==> src/rtl/n_term_cfg_tile_pkg.sv <==
// rtl/n_term_cfg_tile_pkg.sv - select codes, wire-group widths and config layout for n_term_cfg_tile
package n_term_cfg_tile_pkg;

  localparam logic [1:0] SEL_ZERO = 2'b00;
  localparam logic [1:0] SEL_N1   = 2'b01;
  localparam logic [1:0] SEL_N2   = 2'b10;
  localparam logic [1:0] SEL_N4   = 2'b11;

  localparam int N1_W = 4;
  localparam int N2_W = 8;
  localparam int N4_W = 16;

  localparam int CFG_BITS = 72;

  // Output index of the first select field of each group, LSB-first.
  localparam int S1_OFS  = 0;
  localparam int S2_OFS  = S1_OFS + N1_W;
  localparam int S2B_OFS = S2_OFS + N2_W;
  localparam int S4_OFS  = S2B_OFS + N2_W;

  function automatic logic route_bit(input logic [1:0] sel, input logic n1,
                                     input logic n2, input logic n4);
    case (sel)
      SEL_N1:  return n1;
      SEL_N2:  return n2;
      SEL_N4:  return n4;
      default: return 1'b0;
    endcase
  endfunction

endpackage

==> src/rtl/n_term_cfg_tile_frame_pipe.sv <==
// rtl/n_term_cfg_tile_frame_pipe.sv - n_term_cfg_frame_pipe: 0..2 stage repeater for frame data/strobe
module n_term_cfg_frame_pipe #(
  parameter int WIDTH  = 32,
  parameter int STAGES = 1
) (
  input  logic             clk,
  input  logic             rst_n,
  input  logic [WIDTH-1:0] din,
  output logic [WIDTH-1:0] dout
);

  if (STAGES < 0 || STAGES > 2) begin : g_bad_stages
    $error("n_term_cfg_frame_pipe: STAGES must be 0..2");
  end

  if (STAGES == 0) begin : g_bypass
    logic unused_clk_rst;
    assign unused_clk_rst = clk ^ rst_n;
    assign dout = din;
  end else begin : g_regs
    logic [WIDTH-1:0] stage_q [STAGES];

    always_ff @(posedge clk or negedge rst_n) begin
      if (!rst_n) begin
        for (int s = 0; s < STAGES; s++) stage_q[s] <= '0;
      end else begin
        stage_q[0] <= din;
        for (int s = 1; s < STAGES; s++) stage_q[s] <= stage_q[s-1];
      end
    end

    assign dout = stage_q[STAGES-1];
  end

endmodule

==> src/rtl/n_term_cfg_tile.sv <==
// rtl/n_term_cfg_tile.sv - north-terminating config tile; optional parity via CFG_PARITY_EN
module n_term_cfg_tile
  import n_term_cfg_tile_pkg::*;
#(
  parameter int FRAME_BITS_PER_ROW = 32,
  parameter int MAX_FRAMES_PER_COL = 20,
  parameter int PIPE_STAGES        = 1,
  parameter int NUM_CFG_FRAMES     = 3,
  parameter int CFG_FRAME_BASE     = 0
) (
  input  logic                          CLK,
  input  logic                          resetn,
  input  logic [N1_W-1:0]               N1END,
  input  logic [N2_W-1:0]               N2MID,
  input  logic [N2_W-1:0]               N2END,
  input  logic [N4_W-1:0]               N4END,
  output logic [N1_W-1:0]               S1BEG,
  output logic [N2_W-1:0]               S2BEG,
  output logic [N2_W-1:0]               S2BEGb,
  output logic [N4_W-1:0]               S4BEG,
  input  logic [FRAME_BITS_PER_ROW-1:0] FrameData,
  input  logic [MAX_FRAMES_PER_COL-1:0] FrameStrobe,
  output logic [FRAME_BITS_PER_ROW-1:0] FrameData_O,
  output logic [MAX_FRAMES_PER_COL-1:0] FrameStrobe_O,
`ifdef CFG_PARITY_EN
  output logic                          CfgParityErr,
`endif
  output logic                          CfgValid
);

  localparam int CFG_BUS_W = NUM_CFG_FRAMES * FRAME_BITS_PER_ROW;

  if (CFG_BUS_W < CFG_BITS) begin : g_err_size
    $error("n_term_cfg_tile: local frames cannot hold 72 config bits");
  end
  if (CFG_FRAME_BASE + NUM_CFG_FRAMES > MAX_FRAMES_PER_COL) begin : g_err_base
    $error("n_term_cfg_tile: local strobes exceed FrameStrobe width");
  end

  n_term_cfg_frame_pipe #(.WIDTH(FRAME_BITS_PER_ROW), .STAGES(PIPE_STAGES)) u_data_pipe (
    .clk  (CLK),
    .rst_n(resetn),
    .din  (FrameData),
    .dout (FrameData_O)
  );

  n_term_cfg_frame_pipe #(.WIDTH(MAX_FRAMES_PER_COL), .STAGES(PIPE_STAGES)) u_strobe_pipe (
    .clk  (CLK),
    .rst_n(resetn),
    .din  (FrameStrobe),
    .dout (FrameStrobe_O)
  );

  logic [NUM_CFG_FRAMES-1:0] local_strobe;
  logic [NUM_CFG_FRAMES-1:0] strobe_prev_q;
  logic [NUM_CFG_FRAMES-1:0] load;
  logic [NUM_CFG_FRAMES-1:0] loaded_q;
  logic [NUM_CFG_FRAMES-1:0][FRAME_BITS_PER_ROW-1:0] frame_q;
  logic [CFG_BUS_W-1:0] cfg_bus;
  logic [CFG_BITS-1:0]  cfg;

  assign local_strobe = FrameStrobe[CFG_FRAME_BASE +: NUM_CFG_FRAMES];
  // History resets low so a strobe already high at reset release loads once.
  assign load = local_strobe & ~strobe_prev_q;

  always_ff @(posedge CLK or negedge resetn) begin
    if (!resetn) begin
      strobe_prev_q <= '0;
      loaded_q      <= '0;
      frame_q       <= '0;
      CfgValid      <= 1'b0;
    end else begin
      strobe_prev_q <= local_strobe;
      loaded_q      <= loaded_q | load;
      CfgValid      <= CfgValid | (&(loaded_q | load));
      for (int f = 0; f < NUM_CFG_FRAMES; f++) begin
        if (load[f]) frame_q[f] <= FrameData;
      end
    end
  end

  assign cfg_bus = frame_q;
  assign cfg     = cfg_bus[CFG_BITS-1:0];

  if (CFG_BUS_W > CFG_BITS) begin : g_spare
    logic unused_spare_bits;
    assign unused_spare_bits = ^cfg_bus[CFG_BUS_W-1:CFG_BITS];
  end

  // S1BEG and S2BEGb take their 2-hop source from N2MID, the others from N2END.
  for (genvar i = 0; i < N1_W; i++) begin : g_s1
    assign S1BEG[i] = route_bit(cfg[2*(S1_OFS+i) +: 2], N1END[i % N1_W],
                                N2MID[i % N2_W], N4END[i % N4_W]);
  end
  for (genvar i = 0; i < N2_W; i++) begin : g_s2
    assign S2BEG[i]  = route_bit(cfg[2*(S2_OFS+i) +: 2], N1END[i % N1_W],
                                 N2END[i % N2_W], N4END[i % N4_W]);
    assign S2BEGb[i] = route_bit(cfg[2*(S2B_OFS+i) +: 2], N1END[i % N1_W],
                                 N2MID[i % N2_W], N4END[i % N4_W]);
  end
  for (genvar i = 0; i < N4_W; i++) begin : g_s4
    assign S4BEG[i] = route_bit(cfg[2*(S4_OFS+i) +: 2], N1END[i % N1_W],
                                N2END[i % N2_W], N4END[i % N4_W]);
  end

`ifdef CFG_PARITY_EN
  logic [NUM_CFG_FRAMES-1:0] par_q;
  logic [NUM_CFG_FRAMES-1:0] par_err_q;

  // Per-frame sticky error so reloading a frame clears only its own fault.
  always_ff @(posedge CLK or negedge resetn) begin
    if (!resetn) begin
      par_q     <= '0;
      par_err_q <= '0;
    end else begin
      for (int f = 0; f < NUM_CFG_FRAMES; f++) begin
        if (load[f]) begin
          par_q[f]     <= ^FrameData;
          par_err_q[f] <= 1'b0;
        end else if ((^frame_q[f]) != par_q[f]) begin
          par_err_q[f] <= 1'b1;
        end
      end
    end
  end

  assign CfgParityErr = |par_err_q;
`endif

endmodule
==> config.mk <==
export PLATFORM = sky130hd
export DESIGN_NAME = n_term_cfg_tile
export DESIGN_NICKNAME = d
export VERILOG_FILES = /design/src/rtl/n_term_cfg_tile_pkg.sv /design/src/rtl/n_term_cfg_tile_frame_pipe.sv /design/src/rtl/n_term_cfg_tile.sv
export SDC_FILE = /design/constraint.sdc
export NUM_CORES = 1
export LEC_CHECK = 0
export CORE_ASPECT_RATIO = 0.5
export CORE_MARGIN = 4
export CORE_UTILIZATION = 29
export DETAILED_ROUTE_END_ITERATION = 8
export PLACE_DENSITY_LB_ADDON = 0.05
export SYNTH_ARGS = -nofsm -noshare
export SYNTH_HDL_FRONTEND = slang
export SYNTH_SLANG_ARGS = --single-unit
==> constraint.sdc <==
create_clock -name CLK -period 2.6 [get_ports CLK]
set_input_delay 0.78 -clock CLK [delete_from_list [all_inputs] [get_ports CLK]]
set_output_delay 0.78 -clock CLK [all_outputs]
set_load 0.05 [all_outputs]
# [Word-level counts from Yosys, hierarchy flattened]
# Cells that the tools add are included.
[word_totals] regBits=131 latchBits=0 ram_bits=0 mem_bits_ro=0 input_bits=90 output_inout_bits=89 wordCells=157 mem_count=0
[op_classes] addsub=0 multipliers=0 div=0 order_cmp=0 n_eq_ne=108 n_shift=0 n_mux=36 bitwise=4 n_reduce_logical=1
[op_table] cell="2-bit equality test, second input constant" count=72
[op_table] cell="1-bit case mux with 3 select lines" count=36
[op_table] cell="2-bit by 1-bit equality test with 1-bit output, second input constant" count=36
[op_table] cell="3-bit bitwise AND" count=1
[op_table] cell="3-bit inverter" count=1
[op_table] cell="3-bit bitwise OR" count=1
[op_table] cell="3-bit AND reduction" count=1
[op_table] cell="1-bit bitwise OR" count=1

# [Depth between registers and ports, before layout]
# Gate-level depths: netlist of run 1.
[logic_depth] ltp_word=5 ltp_mapped=4 mapped_depth_nobuf=3

# [Hierarchy]
# A second synthesis of run 1 with hierarchy kept.
[unflattened] hier_cells=363 area_unflattened_um2=5342.6
[modules_own_cells] module="n_term_cfg_tile" n_inst=1 cells_per_inst=311 area_per_inst_um2=4041.4 seq_area_each_um2=1976.9
[modules_own_cells] module="n_term_cfg_frame_pipe at u_data_pipe" n_inst=1 cells_per_inst=32 area_per_inst_um2=800.8 seq_area_each_um2=800.8
[modules_own_cells] module="n_term_cfg_frame_pipe at u_strobe_pipe" n_inst=1 cells_per_inst=20 area_per_inst_um2=500.5 seq_area_each_um2=500.5

# [Worst setup path before layout of run 1]
# OpenSTA, ideal clock, no wires.
[synth_path] path_type="in2out" startpoint="in N1END[2]" endpoint="out S1BEG[2]" arrival_ns=1.906 required_time_ns=1.820 setup_slack_ns=-0.086 stages=2 cell_sequence="nand2_1 > o21ai_0"
[synth_between] elab_chain_len=1
[synth_rtl] item="start: declaration" line="n_term_cfg_tile.sv:13" rtl="input logic [N1_W-1:0] N1END,"
[synth_rtl] item="1-bit case mux with 3 select lines" line="n_term_cfg_tile_pkg.sv:23" rtl="case (sel)"
[synth_rtl] item="end: declaration" line="n_term_cfg_tile.sv:17" rtl="output logic [N1_W-1:0] S1BEG,"
# No other way between the ends.

# [Worst setup path in the final report of run 1]
[layout_path] startpoint="in N1END[2]" endpoint="out S4BEG[10]"
[layout_between] elab_chain_len=1
[layout_rtl] item="1-bit case mux with 3 select lines" line="n_term_cfg_tile_pkg.sv:23"
[layout_rtl] item="end: declaration" line="n_term_cfg_tile.sv:20" rtl="output logic [N4_W-1:0] S4BEG,"
# No other way between the ends.

==> results.cfg, run 1 <==
[die]
rows = 34
io_pins = 179
die_h_um = 103
die_area_um2 = 20500
core_area_um2 = 17600
die_w_um = 199
initial_utilization = 0.299

[critical_path]
cp-end-kind = output pin
timing.rr.start = u_strobe_pipe.dout[1]$_DFF_PN0_
r2r_slack_ns = 1.16
ff2ff_path_depth = 3
path_class = input port to output pin
cp_data_arrival_time_ns = 1.78
path_max_fanout = 5
rr_endpoint = cfg[43]$_DFFE_PN0P_
required_ns = 1.82
critPathLaunchType = input port

[detailed_routing]
wl_mm = 13.3
antenna_left = 0
drc_errors = 0
drt_iter0_drc = 64
post_drt_wl_per_cell_um = 16.5
avgViaCountPerCell = 4.31
vias = 3489
first_pass_iters = 4

[synth]
synth-seq-cells = 128
synth_nets = 450
synth_top_area_cell = dfrtp_1
synthDistinctLibCells = 10
synth_seq_area_share = 0.608
synth_area_leaders = dfrtp_1 (61%), mux2_4 (17%), mux2_2 (10%)
yosysTopAreaCellShare = 0.608
synth_area_um2 = 5270
ys_warn_count = 0
avgSynthCellArea_um2 = 14.6
synthCells = 360

[clock_network]
clk_pin_slew_worst_paths_ns = 0.05
cts_buffers = 17
hold_buffers = 0
cts_num_sinks = 128
cts_max_level = 4
clk_path_buf_depth = 2
cts_tree = yes
post_cts_buffers = 0
clk_latency_ns = 0.41
root_buffer = clkbuf_16

[place]
dp_slack_ns = -0.146
dp_cells = 776
port_buffers = 178
dp_hpwl_mm = 9.29
gp_congestion = 0.731
place_area_um2 = 7800

[power_and_ir_drop]
power.density_nw_per_um2 = 822
cellLeakagePower_nw = 3.72
ir_drop_v = 0.000445
power_mw = 7.04

[cells_and_area]
stdcell_count = 810
layout_common_cells = dfrtp_1 (128), clkdlybuf4s50_1 (128), nand2_1 (72), mux2_4 (60), mux2_2 (48)
nets = 653
area_growth_pct = 62.5
nFillCells = 1541
fin_area_um2 = 8560
drive_gt1_frac = 0.358
diodes = 0

[grt]
grt_start_max_net_pins = 51
grt.total_usage = 0.130
antenna_found_initial = 0
grt_pass1_wl_mm = 20.3
grt_overflow = 0
grt_pass1_vias = 3591

[timing]
slew_headroom = 0.621
skew_ns = 0.0121
rsz0062_at_grt = false
fin_crit_sh = 0.986
min_period_ns = 2.56
fmax_ghz = 0.390
final_critical_path_setup_slack_ns = 0.0376
worstMarginPinSlew_ns = 0.566
hold_violations = 0
setup-violations-final = 0
finalMaxSlewViolations = 0

[hold_path]
hp-class = input port to async pin

[job]
maxCapViolations = 0

[status]
status = finished, final reports clean
repair_timing:
action,CTS,global route
gates cloned,2,0
setup endpoints to repair,36,17
resized for setup,18,14
worst max-delay path, stage by stage:
cell,delay (ns)
dlygate4sd2_1,0.27
buf_6,0.14
mux2_2,0.25
nand2_1,0.07
o21ai_1,0.10
buf_12,0.17
logic make-up (layout without fill, tap and decap cells):
| kind of cell | count (synthesis) | after routing | synth area share |
|---|---|---|---|
| AOI/OAI and AO/OA | 37 | 37 | 0.0359 |
| buffers and inverters | 9 | 225 | 0.0192 |
| muxes | 108 | 108 | 0.274 |
| and+or+nand+nor | 78 | 78 | 0.0632 |
| DFF | 128 | 128 | 0.608 |
metrics by stage:
step / utilization / hold WS, ns / setup TNS (ns)
4_1_cts: 0.484 / 0.333 / 0
6_report: 0.486 / 0.322 / 0
5_1_grt: 0.486 / 0.349 / 0
3_5_place_dp: 0.443 / 0.449 / -4.66
2_1_floorplan: - / 0.428 / 0
3_3_place_gp: 0.443 / 0.449 / -4.43
flip-flops by register name, summed over array words and instances, names as in the netlist:
register / flops
u_data_pipe.dout: 32
u_strobe_pipe.dout: 20
loaded_q: 3
CfgValid: 1
cfg: 72
where the power goes:
part,leakage (nW),switching (mW),internal (mW)
sequential,1.49,0.164,2.20
combinational,1.91,0.908,0.950
clock,0.331,0.868,1.95
how the worst max path moves through the flow:
stage	from	endpoint	slack (ns)	cells after the start
4_1_cts	N4END[6]	S2BEGb[6]	0.002	5
5_1_grt	N1END[2]	S2BEGb[2]	0.001	6
6_report	N1END[2]	S4BEG[10]	0.04	6
3_3_place_gp	N1END[3]	S2BEG[3]	-0.15	6
3_5_place_dp	N1END[0]	S4BEG[12]	-0.15	6
2_1_floorplan	N1END[2]	S1BEG[2]	0.29	2
per-layer routing:
metal | track usage | share of wire | vias to the layer above
met5 | 0 | 0 | -
met4 | 0.0410 | 0.010 | 0
met3 | 0.0414 | 0.053 | 12
met2 | 0.200 | 0.46 | 83
met1 | 0.177 | 0.48 | 1736
li1 | - | - | 1658
Yosys cell counts, drive strengths merged:
cell type  instances
nor2b              3
buf                9
o21ai             36
nand2             72
mux2             108
or2                3
a31o               1
dfrtp            128
area by class of cell:
cell class | instances | area (um^2) | share of cell area
Sequential cell | 128 | 3200 | 0.374
Timing Repair Buffer | 193 | 2360 | 0.276
Multi-Input combinational cell | 223 | 2010 | 0.235
Clock buffer | 22 | 464 | 0.0542
Tap cell | 234 | 293 | 0.0342
Clock inverter | 10 | 230 | 0.0269
No activity file was read; power rests on OpenSTA's default activity.
==> inputs of run 2 (changes only) <==
--- a/config.mk
+++ b/config.mk
@@ -5,6 +5,7 @@
 export SDC_FILE = /design/constraint.sdc
 export NUM_CORES = 1
 export LEC_CHECK = 0
+export ABC_CLOCK_PERIOD_IN_PS = 2600
 export CORE_ASPECT_RATIO = 0.5
 export CORE_MARGIN = 4
 export CORE_UTILIZATION = 29
==> constraint.sdc (replaced) <==
create_clock -name CLK -period 2.6 [get_ports CLK]
set_input_delay 0.26 -clock CLK [delete_from_list [all_inputs] [get_ports CLK]]
set_output_delay 0.26 -clock CLK [all_outputs]
set_load 0.05 [all_outputs]
==> run 2 against run 1 <==
Compared with the run above: setup slack improved by 0.33 ns; combinational power decreased by 19%; total power shrank 11%; register-to-register slack improved by 0.12 ns; clock skew decreased by 0.0019 ns; final cell count decreased by 1.1%; critical path type is now flop to output pin; utilization is 4.1 points lower.
==> results.cfg, run 2 (synthesis gave the netlist of run 1 again) <==
[die]
io_pins = 179
initial_utilization = 0.299
rows = 34
die_w_um = 199
die_area_um2 = 20500
core_area_um2 = 17600
die_h_um = 103

[power_and_ir_drop]
power.density_nw_per_um2 = 800
ir_drop_v = 0.000445
switchingPower_mw = 1.91
cellLeakagePower_nw = 3.41
comb_power_share = 0.239
power_mw = 6.27
power.internal_mw = 4.35
p_sw_frac = 0.305
seqPwrFrac = 0.375
clkPwrFrac = 0.385

[hold_path]
hold_path_end = u_strobe_pipe.dout[7]$_DFF_PN0_
min_from = FrameStrobe[7]
hp-class = input port to flop
holdPathStages = 1

[clock_network]
clk_latency_ns = 0.41
cts_num_sinks = 128
clk_path_buf_depth = 2
post_cts_buffers = 0
cts_resized = 0
cts_max_level = 4
root_buffer = clkbuf_16
cts_tree = yes
clk_pin_slew_worst_paths_ns = 0.06
cts_buffers = 17

[timing]
skew_ns = 0.0102
slew_headroom = 0.505
final.setup.tns_ns = 0
min_period_ns = 2.23
rsz0062_at_grt = false
final_critical_path_setup_slack_ns = 0.366
fin_crit_sh = 0.859
fmax_ghz = 0.448
finalMaxSlewViolations = 0
worstMarginPinSlew_ns = 0.742
hold_violations = 0
setup-violations-final = 0

[critical_path]
worstSetupPathDepth = 4
crit_family = buffers and inverters
path_class = flop to output pin
path_max_fanout = 3
max_stage_delay_ns = 0.82
ff2ff_path_depth = 3
timing.rr.start = u_strobe_pipe.dout[1]$_DFF_PN0_
required_ns = 2.34
crit_chain = mux2_2, nand2_1, o21ai_0, clkdlybuf4s50_1
cp_slowest_cell = clkdlybuf4s50_1
rr_endpoint = cfg[63]$_DFFE_PN0P_
critPathBufInv = 1
r2r_slack_ns = 1.28
critPathLaunchType = flop
cp_data_arrival_time_ns = 1.97
cp-end-kind = output pin

[grt]
grt_pass1_vias = 3588
grt_overflow = 0
grt.total_usage = 0.132
grt_pass1_wl_mm = 20.7
grt_start_max_net_pins = 78
antenna_found_initial = 0

[job]
maxCapViolations = 0

[place]
port_buffers = 178
dp_slack_ns = 0.440
place_area_um2 = 7230
dp_hpwl_mm = 9.19
gp_congestion = 0.674

[detailed_routing]
avgViaCountPerCell = 4.24
drc_errors = 0
antenna_left = 0
vias = 3398
drt_iter0_drc = 143
wl_mm = 13.4
first_pass_iters = 4
post_drt_wl_per_cell_um = 16.7

[cells_and_area]
layout_common_cells = clkdlybuf4s50_1 (142), dfrtp_1 (128), nand2_1 (72), mux2_4 (60), mux2_2 (48)
nFillCells = 1641
largest_reg_flops = 72
drive_gt1_frac = 0.326
fin_area_um2 = 7840
area_growth_pct = 48.8
fin_util = 0.445
diodes = 0
nets = 644
layout_commonest_cell = clkdlybuf4s50_1

[status]
status = finished, final reports clean
## run 2: changes by cell type in the layout (fill, tap and decap cells not counted), sizes merged, moves of 2 or more
cell           before  now
dlymetal6s2s        2    0
clkdlybuf4s50     128  142
clkinvlp            2    5
dlygate4sd2        10    0
clkbuf             22   20
bufinv              7    2
clkinv              1    4
buf                52   41
## run 2: per-layer routing
metal	global-route usage	routed length, um
met5	0	0
met4	0.0425	145
met3	0.0502	877
met2	0.192	5830
met1	0.184	6510
## run 2: worst max-delay path by stage
stage / slack [ns] / end / startpoint
3_5_place_dp: 0.44 / S1BEG[2] / N4END[2]
4_1_cts: 0.32 / S1BEG[2] / cfg[4]$_DFFE_PN0P_
3_3_place_gp: 0.45 / S1BEG[2] / N4END[2]
2_1_floorplan: 0.86 / S1BEG[0] / cfg[1]$_DFFE_PN0P_
5_1_grt: 0.27 / S1BEG[2] / cfg[4]$_DFFE_PN0P_
6_report: 0.37 / S1BEG[2] / cfg[4]$_DFFE_PN0P_
## run 2: power groups by stage
stage	registers [mW]	clock network (mW)	logic, mW
final	2.35	2.42	1.50
after global routing	2.38	2.59	1.59
after CTS	2.36	2.49	1.52
after detailed placement	2.39	0	1.52
after global placement	2.39	0	1.51
after floorplan	2.49	0	0.834
## run 2: per-stage QoR
stage               cells  hold slack, ns
finish                801           0.278
global placement      768           0.347
floorplan             360         -0.0356
global route          801           0.251
CTS                   801           0.262
detailed placement    768           0.352
## run 2: worst register-to-register path, delay by kind of cell, from the launching register on
| family | cells | cell delay (ns) |
|---|---|---|
| buffers and inverters | 1 | 0.28 |
| DFF | 1 | 0.41 |
| muxes | 1 | 0.38 |
| and+or+nand+nor | 1 | 0.14 |
## run 2: final cells by class
type / instances / area (um^2) / area share
sequential: 128 / 3200 / 0.409
multi-input combinational: 223 / 1960 / 0.250
timing repair buffer: 184 / 1780 / 0.227
clock buffer: 20 / 467 / 0.0595
tap: 234 / 293 / 0.0373
clock inverter: 12 / 134 / 0.0171
## run 2: timing repair
item	in CTS	in global routing
hold endpoints to repair	75	0
hold buffers	1	0
endpoints found under the setup margin	0	0
==> inputs of run 3 (changes only) <==
--- a/config.mk
+++ b/config.mk
@@ -11,6 +11,7 @@
 export CORE_UTILIZATION = 29
 export DETAILED_ROUTE_END_ITERATION = 8
 export PLACE_DENSITY_LB_ADDON = 0.05
+export SKIP_CTS_REPAIR_TIMING = 1
 export SYNTH_ARGS = -nofsm -noshare
 export SYNTH_HDL_FRONTEND = slang
 export SYNTH_SLANG_ARGS = --single-unit
==> run 3 against run 2 <==
Compared with the run above: first-iteration DRC count unchanged; count of clock-buffer cells in the layout unchanged; clock skew stayed put; combinational power hardly changed; total power did not move; global-route usage is essentially flat; worst hold slack unchanged; critical endpoint unchanged.
==> results.cfg, run 3 (synthesis gave the netlist of run 1 again) <==
[die]
initial_utilization = 0.299
rows = 34
die_h_um = 103
die_area_um2 = 20500
core_area_um2 = 17600
die_w_um = 199
io_pins = 179

[cells_and_area]
area_growth_pct = 48.8
largest_reg_flops = 72
diodes = 0
layout_common_cells = clkdlybuf4s50_1 (142), dfrtp_1 (128), nand2_1 (72), mux2_4 (60), mux2_2 (48)
fin_util = 0.445
nets = 644
layout_commonest_cell = clkdlybuf4s50_1
drive_gt1_frac = 0.326
stdcell_count = 801

[critical_path]
crit_chain = mux2_2, nand2_1, o21ai_0, clkdlybuf4s50_1
max_stage_delay_ns = 0.82
path_class = flop to output pin
cp_slowest_cell = clkdlybuf4s50_1
critPathLaunchType = flop
path_max_fanout = 3
required_ns = 2.34
cp_data_arrival_time_ns = 1.97
critPathBufInv = 1
crit_family = buffers and inverters
cp-end-kind = output pin

[detailed_routing]
drc_errors = 0
drt_iter0_drc = 143
antenna_left = 0
post_drt_wl_per_cell_um = 16.7
vias = 3398
first_pass_iters = 4
avgViaCountPerCell = 4.24
wl_mm = 13.4

[grt]
antenna_found_initial = 0
grt_pass1_wl_mm = 20.7
grt_start_max_net_pins = 78
grt.total_usage = 0.132
grt_overflow = 0
grt_pass1_vias = 3587

[timing]
setup-violations-final = 0
final.setup.tns_ns = 0
finalMaxSlewViolations = 0
rsz0062_at_grt = false
fmax_ghz = 0.448
skew_ns = 0.0102
hold_violations = 0
worstMarginPinSlew_ns = 0.742
slew_headroom = 0.505
min_period_ns = 2.23
final_critical_path_setup_slack_ns = 0.366
fin_crit_sh = 0.859

[clock_network]
root_buffer = clkbuf_16
clk_latency_ns = 0.41
clk_path_buf_depth = 2
cts_buffers = 17
cts_num_sinks = 128
cts_max_level = 4
cts_tree = yes
clk_pin_slew_worst_paths_ns = 0.06

[place]
dp_slack_ns = 0.440
port_buffers = 178
dp_hpwl_mm = 9.19
dp_cells = 768
gp_congestion = 0.674

[power_and_ir_drop]
cellLeakagePower_nw = 3.41
ir_drop_v = 0.000445
power.density_nw_per_um2 = 800
power_mw = 6.27

[job]
maxCapViolations = 0

[hold_path]
hp-class = input port to flop

[status]
status = finished, final reports clean
==> run 3: cell counts in the layout (fill, tap and decap cells not counted) <==
Identical to the previous run, type by type.
==> run 3: per-stage QoR <==
stage / cell area, um^2 / hold WS (ns)
2_1_floorplan: 5270 / -0.0356
3_3_place_gp: 7230 / 0.347
3_5_place_dp: 7230 / 0.352
4_1_cts: 7830 / -0.0910
5_1_grt: 7840 / 0.251
6_report: 7840 / 0.278
==> run 3: final cells by class <==
cell class | count | area [um^2]
timing repair buffer | 184 | 1780
tap | 234 | 293
fill | 1641 | 9770
clock buffer | 20 | 467
clock inverter | 12 | 134
sequential | 128 | 3200
multi-input combinational | 223 | 1960
==> run 3: routing by layer <==
layer	wire length [um]	track usage	vias up
met3	877	0.0502	14
met4	145	0.0425	0
met5	0	0	-
li1	-	-	1636
met2	5830	0.192	92
met1	6510	0.184	1656
==> run 3: path summary, 6_finish.rpt <==
| kind | slack [ns] | start | to | cells past startpoint |
|---|---|---|---|---|
| max | 0.37 | cfg[4]$_DFFE_PN0P_ | S1BEG[2] | 4 |
| min | 0.28 | FrameStrobe[7] | u_strobe_pipe.dout[7]$_DFF_PN0_ | 1 |
| max reg2reg | 1.28 | u_strobe_pipe.dout[1]$_DFF_PN0_ | cfg[63]$_DFFE_PN0P_ | 3 |
| min reg2reg | 0.46 | loaded_q[0]$_DFF_PN0_ | loaded_q[0]$_DFF_PN0_ | 1 |
| max in group asynchronous | 1.42 | resetn | cfg[48]$_DFFE_PN0P_ | 3 |
| min in group asynchronous | 0.44 | resetn | u_data_pipe.dout[1]$_DFF_PN0_ | 2 |
==> run 3: where the power goes <==
group	switching [mW]	total [mW]	internal (mW)
logic	0.837	1.50	0.664
registers	0.152	2.35	2.20
clock network	0.926	2.42	1.49
==> run 3: worst reg2reg max path: cells and delay by family, from the launching register on <==
family	cells	cell delay, ns
AND/OR/NAND/NOR	1	0.14
multiplexers	1	0.38
flip-flops	1	0.41
buffers and inverters	1	0.28
